==> src/rtl/mips_fetch_pkg.sv <==
// Shared fetch-stage types and constants for the MIPS datapath.
package mips_fetch_pkg;

  typedef enum logic [1:0] {
    IDLE = 2'd0,
    RUN  = 2'd1,
    DONE = 2'd2
  } fetch_state_e;

  localparam int INSTR_W = 32;
  localparam logic [INSTR_W-1:0] NOP_WORD = 32'h0000_0000;

endpackage

==> src/rtl/sat_counter.sv <==
// Saturating event counter; clr wins over inc. Reusable for perf counters.
module sat_counter #(
  parameter int W = 16
) (
  input  logic         clk,
  input  logic         rst_n,
  input  logic         clr,
  input  logic         inc,
  output logic [W-1:0] count
);

  always_ff @(posedge clk or negedge rst_n) begin
    if (!rst_n)                    count <= '0;
    else if (clr)                  count <= '0;
    else if (inc && (count != '1)) count <= count + W'(1);
  end

endmodule

==> src/rtl/fetch_sequencer.sv <==
// Fetch PC sequencer: drives a combinational imem, buffers one word for decode.
module fetch_sequencer
  import mips_fetch_pkg::*;
#(
  parameter int          PC_W     = 32,
  parameter int          PROG_LEN = 3,
  parameter int unsigned RESET_PC = 0,
  parameter int          CNT_W    = 16
) (
  input  logic               clk,
  input  logic               rst_n,
  input  logic               start,
  output logic [PC_W-1:0]    imem_addr,
  output logic               imem_en,
  input  logic [INSTR_W-1:0] imem_rdata,
  input  logic               redirect_valid,
  input  logic [PC_W-1:0]    redirect_target,
  output logic               out_valid,
  input  logic               out_ready,
  output logic [INSTR_W-1:0] out_instr,
  output logic [PC_W-1:0]    out_pc,
  output logic               busy,
  output logic               done,
  output logic [CNT_W-1:0]   instr_count
);

  fetch_state_e    state;
  logic [PC_W-1:0] pc;
  logic            buf_free, pc_in_range, capture, handshake, start_ok;

  assign buf_free    = !out_valid || out_ready;
  assign pc_in_range = pc < PC_W'(PROG_LEN);
  assign capture     = (state == RUN) && !redirect_valid && buf_free && pc_in_range;
  assign handshake   = out_valid && out_ready;
  assign start_ok    = start && (state != RUN);

  assign imem_addr = pc;
  assign imem_en   = capture;
  assign busy      = (state == RUN);
  assign done      = (state == DONE);

  always_ff @(posedge clk or negedge rst_n) begin
    if (!rst_n) begin
      state     <= IDLE;
      pc        <= PC_W'(RESET_PC);
      out_valid <= 1'b0;
      out_instr <= NOP_WORD;
      out_pc    <= '0;
    end else begin
      case (state)
        IDLE, DONE: begin
          if (start) begin
            state <= RUN;
            pc    <= PC_W'(RESET_PC);
          end
        end
        RUN: begin
          // Redirect flushes the buffer even if decode takes the word this cycle.
          if (redirect_valid) begin
            pc        <= redirect_target;
            out_valid <= 1'b0;
          end else if (buf_free) begin
            if (pc_in_range) begin
              out_instr <= imem_rdata;
              out_pc    <= pc;
              out_valid <= 1'b1;
              pc        <= pc + PC_W'(1);
            end else begin
              // Past the program end: finish only once the last word has drained.
              out_valid <= 1'b0;
              if (!out_valid) state <= DONE;
            end
          end
        end
        default: state <= IDLE;
      endcase
    end
  end

  sat_counter #(.W(CNT_W)) u_instr_cnt (
    .clk   (clk),
    .rst_n (rst_n),
    .clr   (start_ok),
    .inc   (handshake),
    .count (instr_count)
  );

endmodule
==> config.mk <==
export PLATFORM = sky130hd
export DESIGN_NAME = fetch_sequencer
export DESIGN_NICKNAME = d
export VERILOG_FILES = /design/src/rtl/mips_fetch_pkg.sv /design/src/rtl/sat_counter.sv /design/src/rtl/fetch_sequencer.sv
export SDC_FILE = /design/constraint.sdc
export NUM_CORES = 1
export LEC_CHECK = 0
export BUFFER_PORTS_ARGS = -buffer_cell sky130_fd_sc_hd__buf_2
export CAP_MARGIN = 15
export CORE_MARGIN = 1
export CORE_UTILIZATION = 40
export CTS_BUF_LIST = sky130_fd_sc_hd__clkbuf_4 sky130_fd_sc_hd__clkbuf_8
export DETAILED_ROUTE_END_ITERATION = 8
export PLACE_DENSITY = 0.67
export RECOVER_POWER = 100
export SLEW_MARGIN = 10
export SYNTH_ARGS = -nofsm -noshare
export SYNTH_HDL_FRONTEND = slang
export SYNTH_SLANG_ARGS = --single-unit
export TNS_END_PERCENT = 5
==> constraint.sdc <==
create_clock -name clk -period 5.8 [get_ports clk]
set_input_delay 0.29 -clock clk [delete_from_list [all_inputs] [get_ports clk]]
set_output_delay 0.29 -clock clk [all_outputs]
set_load 0.005 [all_outputs]
Yosys cells after proc, flatten, opt, wreduce, memory -nomap -nowiden
Index checks and enable logic that the tools add are counted.
{ "totals": {"reg_bits": 115, "latchBits": 0, "ramBits": 0, "romBits": 0, "input_bits": 69, "out_inout_bits": 116, "word_cells": 55, "n_memories": 0} }
{ "op_classes": {"add_sub_neg": 2, "multipliers": 0, "div_mod_pow": 0, "order_cmp": 1, "n_eq_ne": 11, "shifts": 0, "mux": 16, "n_bitwise": 1, "n_reduce_logical": 18} }
{ "op_table": {"columns": ["operator", "count"], "rows": [
  ["two-way mux 32 bit", 4],
  ["one-hot mux 32 bit (2 select lines)", 1],
  ["adder 32 x 1 -> 32 bit, second input constant", 1],
  ["< comparator 32 x 2 -> 1 bit, second input constant", 1],
  ["two-way mux 16 bit", 2],
  ["adder 16 x 1 -> 16 bit, second input constant", 1],
  ["!= test 16 bit, second input constant", 1],
  ["two-way mux 2 bit", 5],
  ["!= test 2 bit, second input constant", 4],
  ["AND reduction 4 bit", 2],
  ["logical AND 1 bit", 6],
  ["!= test 3 x 2 -> 1 bit, second input constant", 2],
  ["nonzero test 2 bit", 3],
  ["AND reduction 5 bit", 1],
  ["!= test 2 x 1 -> 1 bit, second input constant", 2],
  ["one-hot mux 2 bit (2 select lines)", 1],
  ["two-way mux 1 bit", 3],
  ["equality test 2 x 1 -> 1 bit, second input constant", 1],
  ["equality test 2 bit, second input constant", 1],
  ["logical NOT 1 bit", 2],
  ["logical NOT 2 bit", 1],
  ["AND reduction 2 bit", 1],
  ["OR reduction 2 bit", 1],
  ["logical OR 1 bit", 1],
  ["inverter 1 bit", 1]
]} }

Longest topological paths before layout
{ "logic_depth": {"depth_word": 5, "ltp_mapped": 8, "mapped_depth_nobuf": 6} }

By module
A second synthesis with hierarchy kept.
{ "unflattened": {"hier_cells": 344, "hier_area_um2": 4748.3} }
{ "by_module_without_submodules": {"columns": ["module", "instances", "cells_each", "area_per_inst_um2", "seq_area_each_um2"], "rows": [
  ["fetch_sequencer", 1, 246, 3806.2, 2477.4],
  ["sat_counter", 1, 98, 942.2, 400.4]
]} }

Least setup slack after synthesis
OpenSTA, ideal clock, no wires.
{ "synth_timing": {"path_type": "register to register", "from": "register pc[0], in the netlist imem_addr[0]", "to": "register out_pc[0]", "arrival_ps": 1870, "required_time_ps": 5672, "setup_slack_ps": 3803, "stages_incl_launch_ff": 9, "n_path_buf": 2, "synth_period_minus_slack_ps": 1997, "path_cell_list": "dfrtp_1 ha_1 nor3_1 nand4_1 nor2_2 and3_1 buf_6 buf_8 mux2_1"} }
{ "synth_between": {"elab_chain_cells": 2} }
{ "synth_lines": {"columns": ["element", "line", "text"], "rows": [
  ["from (decl)", "fetch_sequencer.sv:28", "logic [PC_W-1:0] pc;"],
  ["from (signal assigned)", "fetch_sequencer.sv:45", "pc <= PC_W'(RESET_PC);"],
  ["from (signal assigned)", "fetch_sequencer.sv:54", "pc <= PC_W'(RESET_PC);"],
  ["from (signal assigned)", "fetch_sequencer.sv:60", "pc <= redirect_target;"],
  ["< comparator 32 x 2 -> 1 bit", "fetch_sequencer.sv:32", "assign pc_in_range = pc < PC_W'(PROG_LEN);"],
  ["AND reduction 4 bit (no source line)", null, null],
  ["to (signal assigned)", "fetch_sequencer.sv:65", "out_pc <= pc;"],
  ["to (decl)", "fetch_sequencer.sv:21", "output logic [PC_W-1:0] out_pc,"]
]} }
Several ways; a longest one is shown, not always the timed one.
A chain may end at the register's enable or synchronous reset.

Worst setup path after layout
{ "layout_timing": {"from": "register pc[0], in the netlist imem_addr[0]", "to": "register out_instr[11]"} }
{ "layout_between": {"elab_chain_cells": 2} }
{ "layout_lines": {"columns": ["element", "line", "text"], "rows": [
  ["< comparator 32 x 2 -> 1 bit", "fetch_sequencer.sv:32", null],
  ["AND reduction 4 bit (no source line)", null, null],
  ["to (signal assigned)", "fetch_sequencer.sv:64", "out_instr <= imem_rdata;"],
  ["to (decl)", "fetch_sequencer.sv:20", "output logic [INSTR_W-1:0] out_instr,"]
]} }
No other way between the ends.

==> metrics.csv <==
metric,value,unit
run_status,finished with violations,
violations,"capacitance limit, slew limit",
worstSkewPairLatency,440,ps
fill_cells,1132,
worst_slew_pin_slew,2710,ps
wl_per_cell,15.9,um
io_pins,185,
cts_buffers,17,
hold_path.startpoint,redirect_target[23],
hold_slack,42.1,ps
synth_compound_area_share,8.27,%
clk_pin_slew_worst_paths,70,ps
die_width,113,um
synthMuxAreaShare,8.27,%
r2r_end,out_instr[11]$_DFFE_PN0P_,
gp_congestion,0.802,
syn-cell-area,4890,um2
fin_skew,8.77,ps
cts.sinks,115,
dp.final_hpwl,8780,um
drive_above_1_share,25.1,%
die_area,12700,um2
grt_pass1_wl,19900,um
syn_inst,433,
htree_levels,4,
drc,0,
rsz0062_at_grt,false,
vias,4056,
utilization,52.5,%
period_share,57.4,%
vdd_ir_drop_max,0.175,mV
crit_chain,ha_1 -> nor3_1 -> nand4_1 -> nor2_1 -> and3_1 -> buf_4 -> mux2_1,
regToRegSetupSlack,2470,ps
min_path_type,input port to flip-flop,
power.static_leakage,3.21,nW
coreArea,12000,um2
slew_headroom,-80.4,%
wirelength,12400,um
worstReg2RegStart,imem_addr[0]$_DFFE_PN0P_,
arrival,3640,ps
synth_cell_types,46,
synthFlopType,dfrtp_1,
cts_resized,0,
ys_warn_count,0,
ys_ff_latch,115,
io_buffers,184,
synth_top_family_by_area,simple AND/OR/NAND/NOR gates,
ys_seq_area_share,58.9,%
grt_max_degree,64,
overflow,0,
fin_tns_setup,0,ps
required,6110,ps
die_y,113,um
crit_path_start_kind,flip-flop,
ff2ff_path_depth,7,
cp-end-kind,flip-flop,
drv_cap,1,
diodes,0,
hold_end,imem_addr[23]$_DFFE_PN0P_,
cts_tree,yes,
hold_violations,0,
syn_nets,504,
final_common_cell,buf_2,
slowest_delay,870,ps
grt_pass1_vias,3926,
grt_usage,20.6,%
cpMaxStageDelayCell,and3_1,
layout_common_cells,"buf_2, dfrtp_1, clkbuf_1",
synth_xor_area_share,1.97,%
critical_path_class,flip-flop to flip-flop,
clockBufferDepth,2,
synth-edff-count,0,
slew_viol_final,54,
synthAdderAreaFrac,0.512,%
via_per_inst,5.19,
async_reset_ff_share,100,%
min_path_cells,3,
num_rows,40,
drtIter0Drc,324,
finalSetupViolCount,0,
cts_setup_buffers,0,
area_delta_synth_final,28.6,%
postPlaceCellArea,5900,um2
power_density,403,nW/um2
avgSynthCellArea,11.3,um2
cp_max_fo,37,
synth-simple-area-share,19.1,%
ant_nets,0,
initial_utilization,40.9,%
antenna_found_initial,0,
min_period,3330,ps
layout.nets,692,
fmax,300,MHz
cts-root-buf,clkbuf_8,
first_pass_iters,4,
final_area,6280,um2
-- flip-flops by register name, indices dropped and copies added, names as in the netlist --
signal / count
imem_addr: 32
out_instr: 32
out_pc: 32
out_valid: 1
state: 2
u_instr_cnt.count: 16
-- power breakdown --
group	switching [mW]	total, mW	internal, mW
Sequential	0.147	1.08	0.936
Combinational	0.337	0.582	0.245
Clock	0.341	0.867	0.527
-- cell type report --
class	instances	area, um2	area share (%)
flip-flops and latches	115	2880	45.8
multi-input cells	291	1860	29.6
repair buffers	190	877	14.0
clock buffers	19	255	4.06
clock inverters	13	208	3.31
well taps	147	184	2.93
inverters	6	22.5	0.358
-- worst max path at each step --
| stage | slack [ps] | to | startpoint |
|---|---|---|---|
| 2_1_floorplan | 3800 | out_pc[0]$_DFFE_PN0P_ | imem_addr[0]$_DFFE_PN0P_ |
| 3_3_place_gp | 2990 | out_instr[20]$_DFFE_PN0P_ | imem_addr[0]$_DFFE_PN0P_ |
| 3_5_place_dp | 2910 | out_instr[16]$_DFFE_PN0P_ | imem_addr[0]$_DFFE_PN0P_ |
| 4_1_cts | 2880 | out_instr[16]$_DFFE_PN0P_ | imem_addr[0]$_DFFE_PN0P_ |
| 5_1_grt | 1940 | u_instr_cnt.count[9]$_DFFE_PN0P_ | rst_n |
| 6_report | 2470 | out_instr[11]$_DFFE_PN0P_ | imem_addr[0]$_DFFE_PN0P_ |
-- critical path, delay by kind of cell (launching register included) --
family | cells | cell delay (ps)
fa+ha+maj | 1 | 270
buf+inv | 1 | 550
mux | 1 | 380
flops | 1 | 450
simple gates | 4 | 1520
-- metrics by stage --
stage | setup WS (ps) | power [mW] | cells
finish | 2470 | 2.53 | 781
detailed placement | 2910 | 1.70 | 747
CTS | 2880 | 2.57 | 780
global route | 1940 | 2.69 | 781
floorplan | 3800 | 1.41 | 433
global placement | 2990 | 1.68 | 747
-- cell usage after synthesis, drive strengths merged (8+ instances only) --
cell / count / share of area (%)
nor2b: 34 / 4.4
a22o: 9 / 1.6
nor4: 12 / 1.5
mux2: 35 / 8.1
clkbuf: 13 / 1.0
a21oi: 9 / 0.92
nand2: 38 / 2.9
buf: 8 / 1.6
xnor2: 10 / 1.8
nor3: 10 / 1.0
nand4: 14 / 1.8
a31oi: 9 / 1.2
o21ai: 24 / 2.5
nor2: 35 / 2.7
dfrtp: 115 / 59
nand3: 14 / 1.4
-- layer usage --
layer | part of all wire (%) | track usage, %
met5 | 0 | 0
met4 | 2.0 | 8.98
met3 | 6.7 | 6.37
met2 | 48 | 33.7
met1 | 43 | 25.1
-- kinds of logic after synthesis --
family | count (synthesis)
and+or+nand+nor | 179
DFF | 115
buffers and inverters | 27
xor gates and xnor gates | 11
AOI/OAI and AO/OA | 63
muxes | 36
adders and majority gates | 2
-- repair_timing --
action                                  in CTS  in global routing
hold buffers                                 1                  0
endpoints found under the hold margin       52                  0
endpoints found under the setup margin       0                  0
Power figures use the tool's default switching activity.
